**config.mk**
```make
export PLATFORM = sky130hd
export DESIGN_NAME = instr_prefetch
export DESIGN_NICKNAME = d
export VERILOG_FILES = /design/src/rtl/instr_prefetch.sv
export SDC_FILE = /design/constraint.sdc
export NUM_CORES = 1
export LEC_CHECK = 0
export CORE_UTILIZATION = 49
export CTS_CLUSTER_SIZE = 25
export DETAILED_ROUTE_END_ITERATION = 8
export PLACE_DENSITY_LB_ADDON = 0.2
export SLEW_MARGIN = 20
export SYNTH_ARGS = -nofsm -noshare
export SYNTH_HDL_FRONTEND = slang
export SYNTH_SLANG_ARGS = --single-unit
export TNS_END_PERCENT = 100
```
**constraint.sdc**
```tcl
create_clock -name Clock -period 3.12 [get_ports Clock]
set_input_delay 0.624 -clock Clock [delete_from_list [all_inputs] [get_ports Clock]]
set_output_delay 0.624 -clock Clock [all_outputs]
set_load 0.1 [all_outputs]
```
**src/rtl/instr_prefetch.sv**
```systemverilog
// Instruction prefetch: drives a 1-cycle-latency ROM and buffers fetched words,
// tagged with their address, in a small show-ahead FIFO popped by the processor.
module instr_prefetch #(
  parameter int ADDR_W = 5,
  parameter int DATA_W = 16,
  parameter int DEPTH  = 4
) (
  input  logic                     Clock,
  input  logic                     Reset,
  output logic [ADDR_W-1:0]        rom_addr,
  input  logic [DATA_W-1:0]        rom_data,
  output logic                     ir_valid,
  output logic [DATA_W-1:0]        ir_data,
  output logic [ADDR_W-1:0]        ir_pc,
  input  logic                     ir_ready,
  input  logic                     flush,
  input  logic [ADDR_W-1:0]        flush_pc,
  output logic [$clog2(DEPTH):0]   fill_count
);

  localparam int PTR_W = $clog2(DEPTH);
  localparam int CNT_W = PTR_W + 1;

  logic [ADDR_W-1:0] fpc_q, fpc_d;
  logic              pend_q, pend_d;
  logic [ADDR_W-1:0] pend_pc_q, pend_pc_d;
  logic [PTR_W-1:0]  rd_ptr_q, rd_ptr_d;
  logic [PTR_W-1:0]  wr_ptr_q, wr_ptr_d;
  logic [CNT_W-1:0]  count_q, count_d;
  logic [DATA_W-1:0] last_data_q, last_data_d;
  logic [ADDR_W-1:0] last_pc_q, last_pc_d;

  logic [DATA_W-1:0] mem_data_q [DEPTH];
  logic [ADDR_W-1:0] mem_pc_q   [DEPTH];

  logic [CNT_W:0]    occupancy;
  logic              fire;
  logic              push;
  logic              pop;

  always_comb begin
    rom_addr  = flush ? flush_pc : fpc_q;
    // Occupancy counts the in-flight word so a returning response always has room.
    occupancy = {1'b0, count_q} + {{CNT_W{1'b0}}, pend_q};
    fire      = flush | (occupancy < (CNT_W+1)'(DEPTH));
    push      = pend_q & ~flush;
    ir_valid  = (count_q != '0);
    pop       = ir_valid & ir_ready & ~flush;

    ir_data   = ir_valid ? mem_data_q[rd_ptr_q] : last_data_q;
    ir_pc     = ir_valid ? mem_pc_q[rd_ptr_q]   : last_pc_q;
    last_data_d = ir_data;
    last_pc_d   = ir_pc;
    fill_count  = count_q;

    pend_d    = fire;
    pend_pc_d = pend_pc_q;
    fpc_d     = fpc_q;
    if (fire) begin
      pend_pc_d = rom_addr;
      fpc_d     = rom_addr + ADDR_W'(1);
    end

    rd_ptr_d = rd_ptr_q;
    wr_ptr_d = wr_ptr_q;
    count_d  = count_q;
    if (flush) begin
      rd_ptr_d = '0;
      wr_ptr_d = '0;
      count_d  = '0;
    end else begin
      if (push) wr_ptr_d = wr_ptr_q + PTR_W'(1);
      if (pop)  rd_ptr_d = rd_ptr_q + PTR_W'(1);
      case ({push, pop})
        2'b10:   count_d = count_q + CNT_W'(1);
        2'b01:   count_d = count_q - CNT_W'(1);
        default: count_d = count_q;
      endcase
    end
  end

  always_ff @(posedge Clock) begin
    if (Reset) begin
      fpc_q       <= '0;
      pend_q      <= 1'b0;
      pend_pc_q   <= '0;
      rd_ptr_q    <= '0;
      wr_ptr_q    <= '0;
      count_q     <= '0;
      last_data_q <= '0;
      last_pc_q   <= '0;
    end else begin
      fpc_q       <= fpc_d;
      pend_q      <= pend_d;
      pend_pc_q   <= pend_pc_d;
      rd_ptr_q    <= rd_ptr_d;
      wr_ptr_q    <= wr_ptr_d;
      count_q     <= count_d;
      last_data_q <= last_data_d;
      last_pc_q   <= last_pc_d;
    end
  end

  // Storage needs no reset; entries are only visible while count is nonzero.
  always_ff @(posedge Clock) begin
    if (!Reset && push) begin
      mem_data_q[wr_ptr_q] <= rom_data;
      mem_pc_q[wr_ptr_q]   <= pend_pc_q;
    end
  end

endmodule

```
==> run metrics <==
arrival time at the worst endpoint 2.30 ns; final WL 8790 um; Initial Util 50.31%; Max Cap Viol 0; Vias per Instance 5.216; GRT Util Overall 18.98%; LEAKAGE 2.313 nW; kind of critical path reg2out; Final Core Density 66.98%; Primary FF master, synth edfxtp_1; Layout area overhead 33.13%; Synth area leader edfxtp_1; antenna diode count 0; worst reg2reg path startpoint fill_count[0]; hold_buf cts 0; Final HPWL DP 5349 um; register area share after synthesis 68.30%; first-pass GRT wire length 14150 um; Sw Ratio 23.32%; DR WL/cell 17.44 um; Synth area leaders edfxtp_1, dfxtp_1, mux4_2; Chip Width 101.9 um; initial antenna violation count 0; outcome finished, final reports clean; H-tree depth 4; reg2reg end fill_count[2]; Fillers 661; largest driver fanout on the critical path 18; top-count cell post-synth edfxtp_1; Initial DRC Count 89; Critical Path RT 2.50 ns; Final Cycle Share 93.59%; Peak Freq 342.5 MHz; Hold EP fpc_q[1]; Port Buf Inserts 54; DRT Pass-1 Iters 4; DR vias 2629; clock tree buffer depth 2; mapped cell area 0.004895 sq mm; Gate Count Post-Synth 290; Hold Path Origin fpc_q[1]; list of most frequent post-synthesis cells edfxtp_1, dfxtp_1, mux4_2, nor2_1, nor2b_1; final hold violation count 0; # nets final 390; sequential fraction of design power 42.5%; core area 0.009729 sq mm; Syn Nets 322; Worst Slack Setup Final 0.2000 ns; DRC 0; # IOs 55; Tmin final 2.920 ns; clock-pin slew on the worst setup and hold paths 0.06 ns; FF-to-FF setup slack 0.81 ns; clk sink count 125; clk root buf clkbuf_8; Cell Rows 36; synth warn 0; FFs w/ async S/R, synth 0%; R2R cell count 9; Slew @ Worst Pin 0.6505 ns; RSZ-0062 raised after global routing false; vias in the first global route 2736; Overall Power 4.289 mW; nature of the critical path endpoint output port; Netlist cell types 35; Worst Hold Depth 2; peak supply drop 0.3376 mV; Pwr Density 658.2 mW/mm^2; Logic pwr share 10.7%; CTS tree done; clk_lat worst skew 0.51 ns; switching power total 0.9999 mW; P_int 3.289 mW; Setup-failing EPs final 0; Placement Setup Slack 0.4954 ns; Die Y 101.9 um; Yosys reg bits 125; number of synthesized flops with an enable pin 84; Syn Area/Cell 16.88 sq um; Startpoint Class register; grt ovf 0; pin count of the biggest net entering global routing 35; setup TNS 0 ns; clk_skew 0.01769 ns; Slew Limit Fails 0; clock share of power 46.8%; proportion of layout cells with a drive suffix above 1 32.08%; cts bufs inserted 17; GP Congestion 0.7392; Die ar. 0.01039 sq mm; Post-DRT Antenna Nets 0; area share of the largest cell type after synthesis 51.53%; Slew headroom 56.48%; Tightest Hold Check Type reg2reg
==> cells in the final DEF (no fill, tap or decap), types with 2 or more instances in the layout <==
cell type / instances
clkinvlp_4: 3
nand2_1: 10
nor3_1: 3
buf_4: 9
and3_1: 5
inv_1: 5
bufinv_16: 4
ha_1: 6
mux4_2: 20
clkbuf_16: 16
nor2_1: 20
edfxtp_1: 84
nand2b_1: 2
buf_12: 31
dfxtp_1: 40
mux2_2: 9
nand3_1: 2
clkbuf_1: 2
or3_1: 2
clkinv_4: 4
o21ai_0: 2
xor2_1: 5
mux2_4: 17
nor2b_1: 20
clkdlybuf4s50_1: 24
xnor2_1: 2
a21oi_1: 7
==> flip-flops by register name, summed over array words and instances (netlist names), named ones only <==
register     cells
fill_count       3
rd_ptr_q         2
wr_ptr_q         2
pend_q           1
pend_pc_q        5
last_pc_q        5
fpc_q            5
mem_pc_q        20
last_data_q     16
mem_data_q      64
==> per-stage QoR <==
stage	std cells	hold WS (ns)	instance area (sq um)
5_1_grt	504	0.5067	6516
6_report	504	0.4770	6516
2_1_floorplan	290	0.4425	4895
3_5_place_dp	472	0.4725	5901
3_3_place_gp	472	0.4655	5901
4_1_cts	504	0.4792	6514
==> routing by layer <==
layer	vias to the layer above	global-route usage, %	part of all wire (%)
met2	68	30.93	51
met5	-	0	0
li1	1221	-	-
met3	10	7.387	5.2
met1	1330	23.52	43
met4	0	5.934	0.96
==> critical path: stages, from the launching register on <==
cell	delay [ns]
dfxtp_1	0.36
or3_1	0.53
buf_4	0.34
mux2_4	0.37
buf_12	0.17
==> logic make-up (layout without fill, tap and decap cells) <==
group / after synthesis / after routing / synth area share [%]
AOI/OAI and AO/OA: 12 / 12 / 1.380
xor gates and xnor gates: 7 / 7 / 1.253
adders and majority gates: 7 / 7 / 1.943
buffers and inverters: 20 / 101 / 2.224
DFF: 125 / 125 / 68.30
muxes: 48 / 48 / 17.23
and+or+nand+nor: 71 / 71 / 7.669
==> worst max-delay path by stage <==
stage	startpoint	endpoint	slack, ns	depth (start not counted)
after floorplan	fill_count[0]	fill_count[2]	0.03	11
after global placement	flush	rom_addr[3]	0.56	4
after detailed placement	flush	fill_count[2]	0.50	8
after CTS	register	ir_data[11]	0.02	4
after global routing	fill_count[0]	ir_data[12]	0.11	4
final	fill_count[0]	ir_pc[2]	0.20	4
==> power by group through the flow <==
stage | Clock (mW) | Combinational (mW) | Sequential, mW
2_1_floorplan | 0 | 0.290 | 1.85
3_3_place_gp | 0 | 0.458 | 1.86
3_5_place_dp | 0 | 0.462 | 1.86
4_1_cts | 2.04 | 0.464 | 1.82
5_1_grt | 2.12 | 0.481 | 1.83
6_report | 2.01 | 0.460 | 1.82
==> area by class of cell <==
| cell class | instances | area [sq um] | area share, % |
|---|---|---|---|
| Clock inverter | 13 | 191.4 | 2.938 |
| Inverter | 5 | 18.77 | 0.2880 |
| Tap cell | 133 | 166.4 | 2.554 |
| Sequential cell | 125 | 3347 | 51.36 |
| Multi-Input combinational cell | 145 | 1443 | 22.14 |
| Timing Repair Buffer | 64 | 928.4 | 14.25 |
| Clock buffer | 19 | 421.7 | 6.471 |
==> repair_timing <==
action,4_1_cts,5_1_grt
setup buffers,0,0
gates resized for setup,0,1
setup endpoints to repair,0,10
Power figures use the tool's default switching activity.
